==> src/rtl/rf_wr_arbiter_pkg.sv <==
// Shared CPU constants for the register-file write arbiter: register
// number / register width and the arbiter FSM state encodings.
package rf_wr_arbiter_pkg;

    localparam int CPU_REGNO_WIDTH = 5;
    localparam int CPU_REG_WIDTH   = 32;

    typedef enum logic [1:0] {
        ST_IDLE  = 2'd0,
        ST_PEND  = 2'd1,
        ST_FORCE = 2'd2
    } arb_state_e;

endpackage

==> src/rtl/md_res_fifo.sv <==
// Mul/div result queue. Each entry carries valid/rd/data; a valid bit can be
// cleared in place by rd match so stale results are dropped at the head.
module md_res_fifo
    import rf_wr_arbiter_pkg::*;
#(
    parameter int DEPTH = 2,
    localparam int PW = $clog2(DEPTH),
    localparam int CW = PW + 1
) (
    input  logic                       clk,
    input  logic                       rst,
    input  logic                       push,
    input  logic [CPU_REGNO_WIDTH-1:0] push_rd,
    input  logic [CPU_REG_WIDTH-1:0]   push_data,
    input  logic                       pop,
    input  logic                       inval_en,
    input  logic [CPU_REGNO_WIDTH-1:0] inval_rd,
    output logic                       empty,
    output logic                       full,
    output logic                       head_valid,
    output logic [CPU_REGNO_WIDTH-1:0] head_rd,
    output logic [CPU_REG_WIDTH-1:0]   head_data,
    output logic [CW-1:0]              count
);

    logic [DEPTH-1:0]           valid_q, valid_d;
    logic [CPU_REGNO_WIDTH-1:0] rd_q   [DEPTH];
    logic [CPU_REGNO_WIDTH-1:0] rd_d   [DEPTH];
    logic [CPU_REG_WIDTH-1:0]   data_q [DEPTH];
    logic [CPU_REG_WIDTH-1:0]   data_d [DEPTH];
    logic [PW-1:0]              wptr_q, wptr_d, rptr_q, rptr_d;
    logic [CW-1:0]              count_q, count_d;
    logic                       do_pop, do_push;

    assign empty      = (count_q == '0);
    assign full       = (count_q == CW'(DEPTH));
    assign head_valid = valid_q[rptr_q] && !empty;
    assign head_rd    = rd_q[rptr_q];
    assign head_data  = data_q[rptr_q];
    assign count      = count_q;

    // Next-state: invalidate, then pop, then push so a push into the slot
    // freed by a same-cycle pop on a full queue lands intact.
    always_comb begin
        valid_d = valid_q;
        rd_d    = rd_q;
        data_d  = data_q;
        wptr_d  = wptr_q;
        rptr_d  = rptr_q;
        do_pop  = pop && !empty;
        do_push = push && (!full || do_pop);
        if (inval_en) begin
            for (int i = 0; i < DEPTH; i++) begin
                if (rd_q[i] == inval_rd) valid_d[i] = 1'b0;
            end
        end
        if (do_pop) begin
            valid_d[rptr_q] = 1'b0;
            rptr_d          = rptr_q + 1'b1;
        end
        if (do_push) begin
            valid_d[wptr_q] = 1'b1;
            rd_d[wptr_q]    = push_rd;
            data_d[wptr_q]  = push_data;
            wptr_d          = wptr_q + 1'b1;
        end
        count_d = count_q + CW'(do_push) - CW'(do_pop);
    end

    // Queue storage and pointers.
    always_ff @(posedge clk or posedge rst) begin
        if (rst) begin
            valid_q <= '0;
            wptr_q  <= '0;
            rptr_q  <= '0;
            count_q <= '0;
            for (int i = 0; i < DEPTH; i++) begin
                rd_q[i]   <= '0;
                data_q[i] <= '0;
            end
        end else begin
            valid_q <= valid_d;
            rd_q    <= rd_d;
            data_q  <= data_d;
            wptr_q  <= wptr_d;
            rptr_q  <= rptr_d;
            count_q <= count_d;
        end
    end

endmodule

==> src/rtl/rf_wr_arbiter.sv <==
// Register-file write port arbiter. Writeback wins; queued mul/div results
// fill idle slots, and a starving queue head requests a pipeline stall.
//
// state | meaning
// IDLE  | queue empty
// PEND  | results queued, counting cycles the head is blocked
// FORCE | head starved, stall requested until a pop
module rf_wr_arbiter
    import rf_wr_arbiter_pkg::*;
#(
    parameter int MD_DEPTH     = 2,
    parameter int STARVE_LIMIT = 4
) (
    input  logic                       clk,
    input  logic                       rst,
    input  logic                       i_core_stall,
    input  logic [CPU_REGNO_WIDTH-1:0] i_wb_rd,
    input  logic [CPU_REG_WIDTH-1:0]   i_wb_rd_data,
    input  logic                       i_md_valid,
    input  logic [CPU_REGNO_WIDTH-1:0] i_md_rd,
    input  logic [CPU_REG_WIDTH-1:0]   i_md_data,
    output logic                       o_md_ready,
    output logic                       o_rf_we,
    output logic [CPU_REGNO_WIDTH-1:0] o_rf_rd,
    output logic [CPU_REG_WIDTH-1:0]   o_rf_data,
    output logic                       o_stall_req
);

    localparam int CW = $clog2(MD_DEPTH) + 1;
    localparam int WW = $clog2(STARVE_LIMIT + 1);

    arb_state_e                 state_q, state_d;
    logic [WW-1:0]              wait_q, wait_d;
    logic                       rf_we_q, rf_we_d;
    logic [CPU_REGNO_WIDTH-1:0] rf_rd_q, rf_rd_d;
    logic [CPU_REG_WIDTH-1:0]   rf_data_q, rf_data_d;
    logic                       stall_req_q, stall_req_d;

    logic                       wb_win, pop, push, bypass, md_grant, md_ready;
    logic                       q_empty, q_full, q_head_valid;
    logic [CPU_REGNO_WIDTH-1:0] q_head_rd;
    logic [CPU_REG_WIDTH-1:0]   q_head_data;
    logic [CW-1:0]              q_count, cnt_next;

    md_res_fifo #(.DEPTH(MD_DEPTH)) u_fifo (
        .clk        (clk),
        .rst        (rst),
        .push       (push),
        .push_rd    (i_md_rd),
        .push_data  (i_md_data),
        .pop        (pop),
        .inval_en   (wb_win),
        .inval_rd   (i_wb_rd),
        .empty      (q_empty),
        .full       (q_full),
        .head_valid (q_head_valid),
        .head_rd    (q_head_rd),
        .head_data  (q_head_data),
        .count      (q_count)
    );

    // Grant decision and queue handshake; an empty queue lets an md offer
    // go straight to the write port so it is not delayed a cycle.
    always_comb begin
        wb_win    = (i_wb_rd != '0) && !i_core_stall;
        pop       = !q_empty && (!q_head_valid || !wb_win);
        md_grant  = pop && q_head_valid;
        md_ready  = !rst && (!q_full || pop);
        bypass    = q_empty && !wb_win && i_md_valid && (i_md_rd != '0);
        push      = i_md_valid && md_ready && (i_md_rd != '0) && !bypass;
        cnt_next  = q_count + CW'(push) - CW'(pop);
        rf_we_d   = 1'b0;
        rf_rd_d   = '0;
        rf_data_d = '0;
        if (wb_win) begin
            rf_we_d   = 1'b1;
            rf_rd_d   = i_wb_rd;
            rf_data_d = i_wb_rd_data;
        end else if (md_grant) begin
            rf_we_d   = 1'b1;
            rf_rd_d   = q_head_rd;
            rf_data_d = q_head_data;
        end else if (bypass) begin
            rf_we_d   = 1'b1;
            rf_rd_d   = i_md_rd;
            rf_data_d = i_md_data;
        end
    end

    // Starvation FSM next-state, driven by the queue occupancy after this cycle.
    always_comb begin
        state_d = state_q;
        wait_d  = wait_q;
        case (state_q)
            ST_IDLE: begin
                wait_d = '0;
                if (cnt_next != '0) state_d = ST_PEND;
            end
            ST_PEND: begin
                if (pop) begin
                    wait_d = '0;
                    if (cnt_next == '0) state_d = ST_IDLE;
                end else begin
                    wait_d = wait_q + 1'b1;
                    if ((wait_q + 1'b1) >= WW'(STARVE_LIMIT)) state_d = ST_FORCE;
                end
            end
            ST_FORCE: begin
                if (pop) begin
                    wait_d  = '0;
                    state_d = (cnt_next == '0) ? ST_IDLE : ST_PEND;
                end
            end
            default: begin
                state_d = ST_IDLE;
                wait_d  = '0;
            end
        endcase
        stall_req_d = (state_d == ST_FORCE);
    end

    // Registered write port, stall request and FSM state.
    always_ff @(posedge clk or posedge rst) begin
        if (rst) begin
            state_q     <= ST_IDLE;
            wait_q      <= '0;
            rf_we_q     <= 1'b0;
            rf_rd_q     <= '0;
            rf_data_q   <= '0;
            stall_req_q <= 1'b0;
        end else begin
            state_q     <= state_d;
            wait_q      <= wait_d;
            rf_we_q     <= rf_we_d;
            rf_rd_q     <= rf_rd_d;
            rf_data_q   <= rf_data_d;
            stall_req_q <= stall_req_d;
        end
    end

    assign o_md_ready  = md_ready;
    assign o_rf_we     = rf_we_q;
    assign o_rf_rd     = rf_rd_q;
    assign o_rf_data   = rf_data_q;
    assign o_stall_req = stall_req_q;

endmodule

==> config.mk <==
export PLATFORM = sky130hd
export DESIGN_NAME = rf_wr_arbiter
export DESIGN_NICKNAME = d
export VERILOG_FILES = /design/src/rtl/rf_wr_arbiter_pkg.sv /design/src/rtl/md_res_fifo.sv /design/src/rtl/rf_wr_arbiter.sv
export SDC_FILE = /design/constraint.sdc
export NUM_CORES = 1
export LEC_CHECK = 0
export BUFFER_PORTS_ARGS = -buffer_cell sky130_fd_sc_hd__buf_2
export CAP_MARGIN = 20
export CORE_AREA = 2 2 108 188
export CTS_CLUSTER_DIAMETER = 200
export DETAILED_ROUTE_END_ITERATION = 8
export DIE_AREA = 0 0 110 190
export HOLD_SLACK_MARGIN = 0.03
export PLACE_DENSITY_LB_ADDON = 0.05
export SYNTH_ARGS = -nofsm -noshare
export SYNTH_HDL_FRONTEND = slang
export SYNTH_SLANG_ARGS = --single-unit
==> constraint.sdc <==
create_clock -name clk -period 4.8 [get_ports clk]
set_input_delay 0.24 -clock clk [delete_from_list [all_inputs] [get_ports clk]]
set_output_delay 0.24 -clock clk [all_outputs]
set_load 0.01 [all_outputs]
# Word-level counts from Yosys, hierarchy flattened
# Index checks and enable logic that the tools add are counted.
[totals]
input_bits = 78
mem_bits_rw = 0
reg_bits = 124
mem_count = 0
latch_bits = 0
romBits = 0
[op_classes]
n_shift = 0
eq_ne = 7
div = 0
muxes = 42
add_sub_neg = 7
reduce_logical = 32
mul = 0
n_bitwise = 5
magnitude_cmp = 8
[op_table]
columns = ["cell", "n"]
rows = [
  ["2-to-1 mux 32 bit", 7],
  ["bitwise mux 64 bit", 1],
  ["2-to-1 mux 5 bit", 7],
  ["demux 32 bit (select 1 bit)", 1],
  ["logical AND 1 bit", 16],
  ["2-to-1 mux 2 bit", 8],
  ["bitwise mux 10 bit", 1],
  ["equality test 5 bit", 2],
  ["2-to-1 mux 1 bit", 10],
  ["nonzero test 5 bit", 2],
  ["logical NOT 1 bit", 7],
  ["equality test 2 bit, second input constant", 3],
  ["logical NOT 2 bit", 3],
  ["2-to-1 mux 3 bit", 2],
  ["one-hot mux 2 bit (3 select lines)", 1],
  ["one-hot mux 3 bit (2 select lines)", 1],
  ["demux 5 bit (select 1 bit)", 1],
  ["adder 2 x 1 -> 2 bit", 2],
  ["greater-or-equal comparator 2 bit, second input constant", 2],
  ["< comparator 1 x 2 -> 1 bit, second input constant", 2],
  ["inverter 1 -> 2 bit", 2],
  ["subtractor 2 x 1 -> 2 bit", 2],
  ["adder 3 x 1 -> 3 bit, second input constant", 1],
  ["greater-or-equal comparator 3 bit, second input constant", 1],
  ["other kinds (11)", 16],
]

# Longest topological paths before layout
# Gate-level depths: netlist of run 1.
[depth]
word_depth = 18
ltp_mapped = 10
depth_no_buf = 10

# Cells and area by module
# From an unflattened synthesis of run 1, not the netlist that was laid out.
[unflattened]
cells_unflattened = 434
hier_area_um2 = 5899.4
[modules_own_cells]
columns = ["module", "area_per_inst_um2", "cells_each", "instances"]
rows = [
  ["md_res_fifo", 3732.3, 250, 1],
  ["rf_wr_arbiter", 2167.1, 184, 1],
]

# Worst setup path before layout of run 1
# OpenSTA, ideal clock, no wires.
[synth_timing]
path_kind = "register to register"
start = "register u_fifo.rptr_q"
end = "register state_q[0]"
path_buffers = 1
setup_slack_ps = 2872
path_stages_with_launch = 11
required_ps = 4717
arrival_time_ps = 1845
path_cell_list = "dfrtp_1 -> buf_2 -> mux2_2 -> a21o_1 -> inv_1 -> ha_1 -> inv_1 -> ha_1 -> xnor2_1 -> nor2_1 -> o21ai_0"
[synth_via]
elab_chain_cells = 17
elab_cells_between_ends = 21
classes_between = "add/sub: 2; mux: 8; reduce/logical: 11"
[synth_rtl]
columns = ["item", "line", "rtl"]
rows = [
  ["start: declaration", "md_res_fifo.sv:31", "logic [PW-1:0] wptr_q, wptr_d, rptr_q, rptr_d;"],
  ["start signal: assignment", "md_res_fifo.sv:86", "rptr_q <= rptr_d;"],
  ["2-to-1 mux 1 bit (implied by the code) (*) (2 in series)", "md_res_fifo.sv:37", "assign head_valid = valid_q[rptr_q] && !empty;"],
  ["logical AND 1 bit (*)", "md_res_fifo.sv:37", ""],
  ["logical NOT 1 bit (*)", "rf_wr_arbiter.sv:66", "pop = !q_empty && (!q_head_valid || !wb_win);"],
  ["logical OR 1 bit (*)", "rf_wr_arbiter.sv:66", ""],
  ["logical AND 1 bit (*)", "rf_wr_arbiter.sv:66", ""],
  ["logical OR 1 bit", "rf_wr_arbiter.sv:68", "md_ready = !rst && (!q_full || pop);"],
  ["logical AND 1 bit", "rf_wr_arbiter.sv:68", ""],
  ["logical AND 1 bit (3 in series)", "rf_wr_arbiter.sv:70", "push = i_md_valid && md_ready && (i_md_rd != '0) && !bypass;"],
  ["adder 2 x 1 -> 2 bit", "rf_wr_arbiter.sv:71", "cnt_next = q_count + CW'(push) - CW'(pop);"],
  ["subtractor 2 x 1 -> 2 bit", "rf_wr_arbiter.sv:71", ""],
  ["logical NOT 2 bit", "rf_wr_arbiter.sv:102, rf_wr_arbiter.sv:111", ""],
  ["2-to-1 mux 1 bit / 2-to-1 mux 2 bit (equally long branches)", "rf_wr_arbiter.sv:111, rf_wr_arbiter.sv:102", ""],
  ["2-to-1 mux 2 bit (on tied branches)", "rf_wr_arbiter.sv:109, rf_wr_arbiter.sv:100", ""],
  ["one-hot mux 2 bit (3 select lines) (*)", "rf_wr_arbiter.sv:94", "case (state_q)"],
  ["named net state_d[0]", "rf_wr_arbiter.sv:32", "arb_state_e state_q, state_d;"],
  ["end signal: assignment", "rf_wr_arbiter.sv:132", "state_q <= state_d;"],
  ["end: declaration", "rf_wr_arbiter.sv:32", ""],
]
# The timed path passes the listed nets; every way through them passes the cells marked *. The select of a mux whose other input is x is not followed.
# A chain may end at the register's enable or synchronous reset.

# Final worst setup path of run 1
# Same ends and word-level chain as after synthesis.

==> results of run 1 <==
-- metrics by stage --
| step | power, mW | hold WS (ps) |
|---|---|---|
| floorplan | 2.95 | 385 |
| global placement | 3.38 | 472 |
| detailed placement | 3.42 | 475 |
| CTS | 4.71 | 32.8 |
| global route | 4.94 | 36.1 |
| finish | 4.62 | 57.8 |
-- per-layer routing --
layer / part of all wire / track usage
met4: 0.012 / 0.0511
met1: 0.39 / 0.162
met5: 0.00089 / 0
met2: 0.55 / 0.277
met3: 0.040 / 0.0373
-- worst max-delay path: cells and delay by family, from the launching register on --
family	cells	cell delay, ps
and+or+nand+nor	1	50
xor gates and xnor gates	1	120
AOI/OAI and AO/OA	2	370
DFF	1	750
buffers and inverters	2	290
adders and majority gates	2	420
muxes	1	460
-- where the power goes --
part           total [mW]  switching (mW)  internal (mW)
sequential           1.80           0.300           1.50
clock                1.25           0.494          0.757
combinational        1.57           0.709          0.859
-- placed cells by master, fill, tap and decap left out, types with 2 or more instances in the layout --
cell	count
dfrtp_1	123
buf_2	117
nor3_1	42
mux2i_1	38
mux2_4	38
mux2_2	37
a221o_1	37
clkbuf_16	17
nor2_1	9
xnor2_1	9
buf_4	9
xor2_1	7
inv_1	5
o21ai_0	4
ha_1	4
clkinvlp_4	4
nand2b_1	3
a21oi_1	3
clkbuf_8	3
clkinv_4	3
o21ai_4	2
nor4_4	2
nor2b_1	2
nand4_1	2
o311ai_0	2
inv_6	2
clkinv_2	2
-- state kept, by name (all words and copies together), names as in the netlist --
| register | cells |
|---|---|
| u_fifo.data_q | 64 |
| u_fifo.valid_q | 2 |
| u_fifo.rptr_q | 1 |
| wait_q | 3 |
| o_stall_req | 1 |
| o_rf_data | 32 |
| u_fifo.count | 2 |
| state_q | 2 |
| u_fifo.rd_q | 10 |
| o_rf_rd | 5 |
| u_fifo.wptr_q | 1 |
| o_rf_we | 1 |
-- area by class of cell --
type | count | area [µm²]
fill | 1913 | 12300
sequential | 124 | 3100
multi-input combinational | 255 | 2490
timing repair buffer | 128 | 691
clock buffer | 20 | 467
tap | 245 | 307
clock inverter | 12 | 114
inverter | 6 | 25.0
antenna | 1 | 2.50
-- cells by family after synthesis --
kind of cell / after synthesis / synth area share
XOR/XNOR: 16 / 0.0244
buffers and inverters: 35 / 0.0331
adder cells (fa/ha/maj): 5 / 0.0105
flip-flops: 124 / 0.541
multiplexers: 113 / 0.238
AND/OR/NAND/NOR: 65 / 0.0647
AO/OA/AOI/OAI: 56 / 0.0883
-- timing repair --
item | in CTS | in global routing
hold endpoints to repair | 0 | 37
setup endpoints to repair | 0 | 0
hold buffers | 0 | 1
-- cell usage after synthesis, types with 2 or more instances --
cell type,number
dfrtp_1,124
nor3_1,42
mux2_4,38
mux2i_1,38
a221o_1,37
mux2_2,37
buf_2,11
nor2_1,9
xnor2_1,9
xor2_1,7
buf_1,6
buf_6,6
clkbuf_1,6
inv_1,6
o21ai_0,5
a21oi_1,4
ha_1,4
nand2b_1,3
nand4_1,2
nor2b_1,2
o311ai_0,2
-- path summary, 6_finish.rpt --
path                                            endpoint  slack (ps)  cells past startpoint                           from
min                               o_rf_data[3]$_DFF_PP0_          60                      2                i_wb_rd_data[3]
max                                 state_q[0]$_DFF_PP0_        2270                      9      u_fifo.rptr_q$_DFFE_PP0P_
max in group asynchronous        o_rf_data[29]$_DFF_PP0_        3090                      5                            rst
max reg2reg                         state_q[0]$_DFF_PP0_        2270                      9      u_fifo.rptr_q$_DFFE_PP0P_
min in group asynchronous     u_fifo.rd_q[0]$_DFFE_PP0P_         490                      3                            rst
min reg2reg                u_fifo.data_q[47]$_DFFE_PP0P_         500                      1  u_fifo.data_q[47]$_DFFE_PP0P_
==> summary.txt, run 1 <==
Run status
  – Status: completed

Synth
  – EDFF count, synth: 0
  – Syn nets: a little under 500
  – Syn Std Cell Area: roughly 5700 µm²
  – Synth top area cells: dfrtp_1 (54%), mux2_4 (9.9%), mux2_2 (7.3%)
  – Post-Syn Instances: just over 400
  – Yosys reg bits: between 100 and 150
  – Ys async rst share: 1.00
  – Top cell type's share of synthesized area: 0.541
  – Warnings from Yosys: 0
  – Ys flop type: dfrtp_1
  – Leading area contributor after synthesis: dfrtp_1
  – Count of cell types in the netlist: 37
  – Synthesized area per cell: about 14 µm²
  – Seq/Total Area, Yosys: 0.541

Worst setup path
  – Critical path's slowest cell: dfrtp_2
  – CP Cell Sequence: mux2_2 > a21o_1 > inv_1 > ha_1 > inv_1 > ha_1 > xnor2_1 > nor2_1 > o21ai_0
  – CP Launch Type: flip-flop
  – Crit path arrival time: 2870 ps
  – Max FO, Critical Path: 18
  – Worst path max stage delay: ~750 ps
  – CP Capture Type: flip-flop
  – Data required, critical path: between 5000 and 6000 ps
  – Crit Path Class: flip-flop to flip-flop

Flow run
  – Max_cap viols: 0

Clocking
  – Root Buffer: clkbuf_16
  – CTS Buffer Depth: 2
  – Clock Latency Late Sink: about 410 ps
  – Post-CTS sizing: 0
  – TritonCTS Buffers: 17
  – CTS sink count: 124
  – Reg clk slew, reported paths: about 60 ps
  – CTS H-tree depth: 4
  – Postcts setup bufs: 0
  – CTS tree: done

Power
  – P_leak: about 3.3 nW
  – VDD IR-drop max: about 0.21 mV
  – PwrDens: between 600 and 700 nW/µm²

Global routing
  – Number of global-route vias before repair: between 4,000 and 5,000
  – Pin count of the biggest net entering global routing: 83
  – Initial antenna violation count: 2
  – GRT Util Overall: 0.150
  – Total grt overflow: 0
  – First-pass GRT wire length: approximately 23,000 µm

Routing
  – Aggregate routed wire length: ~15,000 µm
  – WL per Instance: between 15 and 20 µm
  – Average vias per placed instance: about 4.9
  – Pre-antenna DRT Iters: 4
  – Post-DRT Antenna Nets: 0
  – DR vias: approximately 3,900
  – DRC viols: 0
  – Iter 0 DRT Violations: between 100 and 150

Placement
  – DP Area: approximately 6600 µm²
  – Dpl ws: roughly 2200 ps
  – Input/output buffers: 117
  – GP Congestion: between 0.7 and 0.8
  – Inst Count DP: roughly 760
  – DPL Wire Length: 9500 µm

Finish
  – Fin area: a little over 7000 µm²
  – Final Util: 0.369
  – Fin cells: a little under 800
  – Layout cells sized above 1: 0.450
  – Nets: between 600 and 700
  – Area growth, synth to finish: 25.4%

Timing
  – Hold Vio Cnt, Final: 0
  – Slew HR: 0.428
  – Fin crit share: 0.528
  – Worst Clk Skew: 6.51 ps
  – RSZ-0062 raised after global routing: false
  – Fin crit period: about 2500 ps
  – Post-route setup TNS: 0 ps
  – Final setup viols: 0
  – Number of max-slew violations in the final report: 0
  – Final worst-path setup slack: 2270 ps
  – Worst-Margin Slew: roughly 860 ps
  – FMAX: approximately 390 MHz

Floorplanning
  – Chip Width: ~110 µm
  – Initial Util: 0.295
  – Die Ht: 190 µm
  – # IOs: 118
  – Die area: 20,900 µm²
  – Core area: approximately 19,000 µm²
  – FP Rows: 68

Worst hold path
  – Hold Crit Class: primary input to flip-flop
(Power assumes the default switching activity.)
==> run 2: changes to the inputs <==
==> constraint.sdc (replaced) <==
create_clock -name clk -period 2.6 [get_ports clk]
set_input_delay 0.13 -clock clk [delete_from_list [all_inputs] [get_ports clk]]
set_output_delay 0.13 -clock clk [all_outputs]
set_load 0.01 [all_outputs]
==> run 2 against run 1 <==
  * Register-to-register slack lost 2100 ps
  * Combinational power grew 100%
  * Power grew 93%
  * Critical path type is now primary input to flip-flop
  * Largest power group unchanged
  * Cell area grew 12%
  * Wire length grew 4.3%
  * Highest routed layer is now met4
==> summary.txt, run 2 (synthesis results as in run 1) <==
Global routing
  – Initial antenna violation count: 0 (was 2)
  – First-pass GRT wire length: 24,200 µm (was 23,500 µm)
  – GRT Util Overall: 0.156 (was 0.150)
  – Total grt overflow: 0 (unchanged)
  – Pin count of the biggest net entering global routing: 64 (was 83)
  – Number of global-route vias before repair: 4,617 (was 4,354)

Clocking
  – CTS H-tree depth: 4 (unchanged)
  – CTS tree: done (unchanged)
  – Clock Latency Late Sink: 420 ps (was 410 ps)
  – TritonCTS Buffers: 17 (unchanged)
  – Root Buffer: clkbuf_16 (unchanged)
  – Reg clk slew, reported paths: 60 ps (about the same)
  – CTS Buffer Depth: 2 (unchanged)
  – CTS sink count: 124 (unchanged)
  – Postcts setup bufs: 0 (unchanged)

Timing
  – Worst-Margin Slew: 819 ps (was 857 ps)
  – Final setup viols: 0 (unchanged)
  – Slew HR: 0.450 (was 0.428)
  – Post-route setup TNS: 0 ps (unchanged)
  – Hold Vio Cnt, Final: 0 (unchanged)
  – Fin crit share: 0.939
  – FMAX: roughly 410 MHz
  – Fin crit period: ~2400 ps
  – Number of max-slew violations in the final report: 0 (unchanged)
  – RSZ-0062 raised after global routing: false (unchanged)
  – Worst Clk Skew: 11.2 ps (was 6.51 ps)

Power
  – Clk pwr share: 0.275 (was 0.271)
  – Switch share: 0.310 (was 0.326)
  – Sequential power share: 0.365 (was 0.389)
  – Int Power: 6.13 mW (was 3.11 mW)
  – VDD IR-drop max: 0.600 mV (was 0.207 mV)
  – Gate power share: 0.360 (was 0.340)
  – Total power: 8.89 mW (was 4.62 mW)
  – Net Switching: 2.76 mW (was 1.50 mW)
  – PwrDens: 1100 nW/µm² (was 641 nW/µm²)
  – P_leak: 3.71 nW (was 3.32 nW)

Floorplanning
  – Initial Util: 0.295 (unchanged)
  – Die Ht: 190 µm (unchanged)
  – Chip Width: 110 µm (unchanged)
  – FP Rows: 68 (unchanged)
  – Die area: 20,900 µm² (unchanged)
  – # IOs: 118 (unchanged)
  – Core area: 19,500 µm² (unchanged)

Worst setup path
  – Origin of the worst setup path: i_wb_rd[0] (was u_fifo.rptr_q$_DFFE_PP0P_)
  – Critical path's slowest cell: nor4_4 (was dfrtp_2)
  – Crit path arrival time: 2790 ps (was 2870 ps)
  – Worst path max stage delay: 700 ps (was 750 ps)
  – Data required, critical path: 2950 ps (was 5130 ps)
  – Cell mode on critical path: dlygate4sd3_1
  – Crit Path Class: primary input to flip-flop (was flip-flop to flip-flop)
  – CP Capture Type: flip-flop (unchanged)
  – Worst r2r src: u_fifo.count[1]$_DFF_PP0_ (was u_fifo.rptr_q$_DFFE_PP0P_)
  – CP Launch Type: primary input (was flip-flop)
  – Max FO, Critical Path: 12 (was 18)
  – CP Cell Sequence: dlygate4sd3_1 > buf_2 > nor3_2 > a21oi_4 > nor4_4 > a221o_1 > dlygate4sd3_1 (was mux2_2 > a21o_1 > inv_1 > ha_1 > inv_1 > ha_1 > xnor2_1 > nor2_1 > o21ai_0)

Placement
  – DP Area: 6640 µm² (was 6580 µm²)
  – DPL Wire Length: 9630 µm (was 9500 µm)
  – Input/output buffers: 117 (unchanged)
  – GP Congestion: 0.740 (was 0.723)

Finish
  – Max FFs per register: 64 (unchanged)
  – Commonest non-fill, non-tap cell in the layout: dfrtp_1 (unchanged)
  – Fin area: 8070 µm² (was 7200 µm²)
  – Final Util: 0.414 (was 0.369)
  – Layout cells sized above 1: 0.386 (was 0.450)
  – Fill count: 1,877 (was 1,913)
  – Area growth, synth to finish: 40.7% (was 25.4%)
  – Largest reg by FF count: u_fifo.data_q (unchanged)
  – Nets: 698 (was 614)
  – Antenna Cells: 0 (was 1)
  – Most frequent cells in the layout: dfrtp_1 (123), buf_2 (117), dlygate4sd3_1 (83), nor3_1 (42) (was dfrtp_1 (123), buf_2 (117), nor3_1 (42), mux2i_1 (38), mux2_4 (38))

Routing
  – Aggregate routed wire length: 15,300 µm (was 14,700 µm)
  – Average vias per placed instance: 4.77 (was 4.90)
  – Iter 0 DRT Violations: 133 (was 109)
  – WL per Instance: 17.5 µm (was 18.6 µm)
  – Post-DRT Antenna Nets: 0 (unchanged)
  – DRC viols: 0 (unchanged)
  – DR vias: 4,169 (was 3,879)
  – Pre-antenna DRT Iters: 4 (unchanged)

Worst hold path
  – Hold Crit Class: primary input to flip-flop (unchanged)
  – Min-delay src: i_wb_rd[2] (was i_wb_rd_data[3])

Flow run
  – Max_cap viols: 0 (unchanged)

Run status
  – Status: completed (unchanged)
==> run 2: changes by cell type in the layout (fill, tap and decap cells not counted), sizes merged, moves of 2 or more <==
cell and change:
clkinvlp -3, buf +2, clkbuf +5, bufinv +2, dlygate4sd3 +82, inv -3
==> run 2: worst paths after layout <==
path	end	slack, ps	cells after the start
hold / removal	o_rf_rd[2]$_DFF_PP0_	60	2
hold reg to reg	u_fifo.data_q[61]$_DFFE_PP0P_	500	1
max in group asynchronous	u_fifo.data_q[60]$_DFFE_PP0P_	1390	4
setup / recovery	o_rf_data[21]$_DFF_PP0_	160	7
setup reg to reg	o_rf_data[25]$_DFF_PP0_	170	5
min in group asynchronous	u_fifo.wptr_q$_DFFE_PP0P_	230	3
==> run 2: power groups by stage <==
stage,clock network [mW],registers [mW],logic [mW]
after floorplan,0,3.22,2.22
after global placement,0,3.25,3.06
after detailed placement,0,3.27,3.10
after CTS,2.52,3.25,3.27
after global routing,2.61,3.36,3.49
final,2.45,3.25,3.20
==> run 2: stage by stage <==
stage / worst slack [ps] / hold slack [ps] / std cells
floorplan: 672 / 275 / 414
global placement: 399 / 104 / 759
detailed placement: 330 / 113 / 759
CTS: 135 / 30.4 / 874
global route: 1.71 / 47.8 / 874
finish: 160 / 62.7 / 874
==> run 2: worst max-delay path: cells and delay by family <==
family          cells  cell delay [ps]
simple gates        2             1040
compound gates      2              390
buf+inv             3             1210
==> run 2: routing by layer <==
layer,track usage,vias to the layer above,share of wire
met5,0,-,0
met1,0.175,2116,0.42
met4,0.0633,0,0.021
met2,0.277,82,0.53
met3,0.0370,20,0.033
li1,-,1951,-
==> run 2: final cells by class <==
cell class,count,area (µm²),area share
flip-flops and latches,124,3100,0.385
multi-input cells,255,2490,0.308
repair buffers,212,1540,0.191
clock buffers,25,495,0.0614
well taps,245,307,0.0380
clock inverters,7,110,0.0136
inverters,6,26.3,0.00325
==> run 2: what timing repair did <==
item	CTS	global route
setup endpoints to repair	0	0
hold buffers	83	0
resized for setup	0	0
hold endpoints to repair	172	0
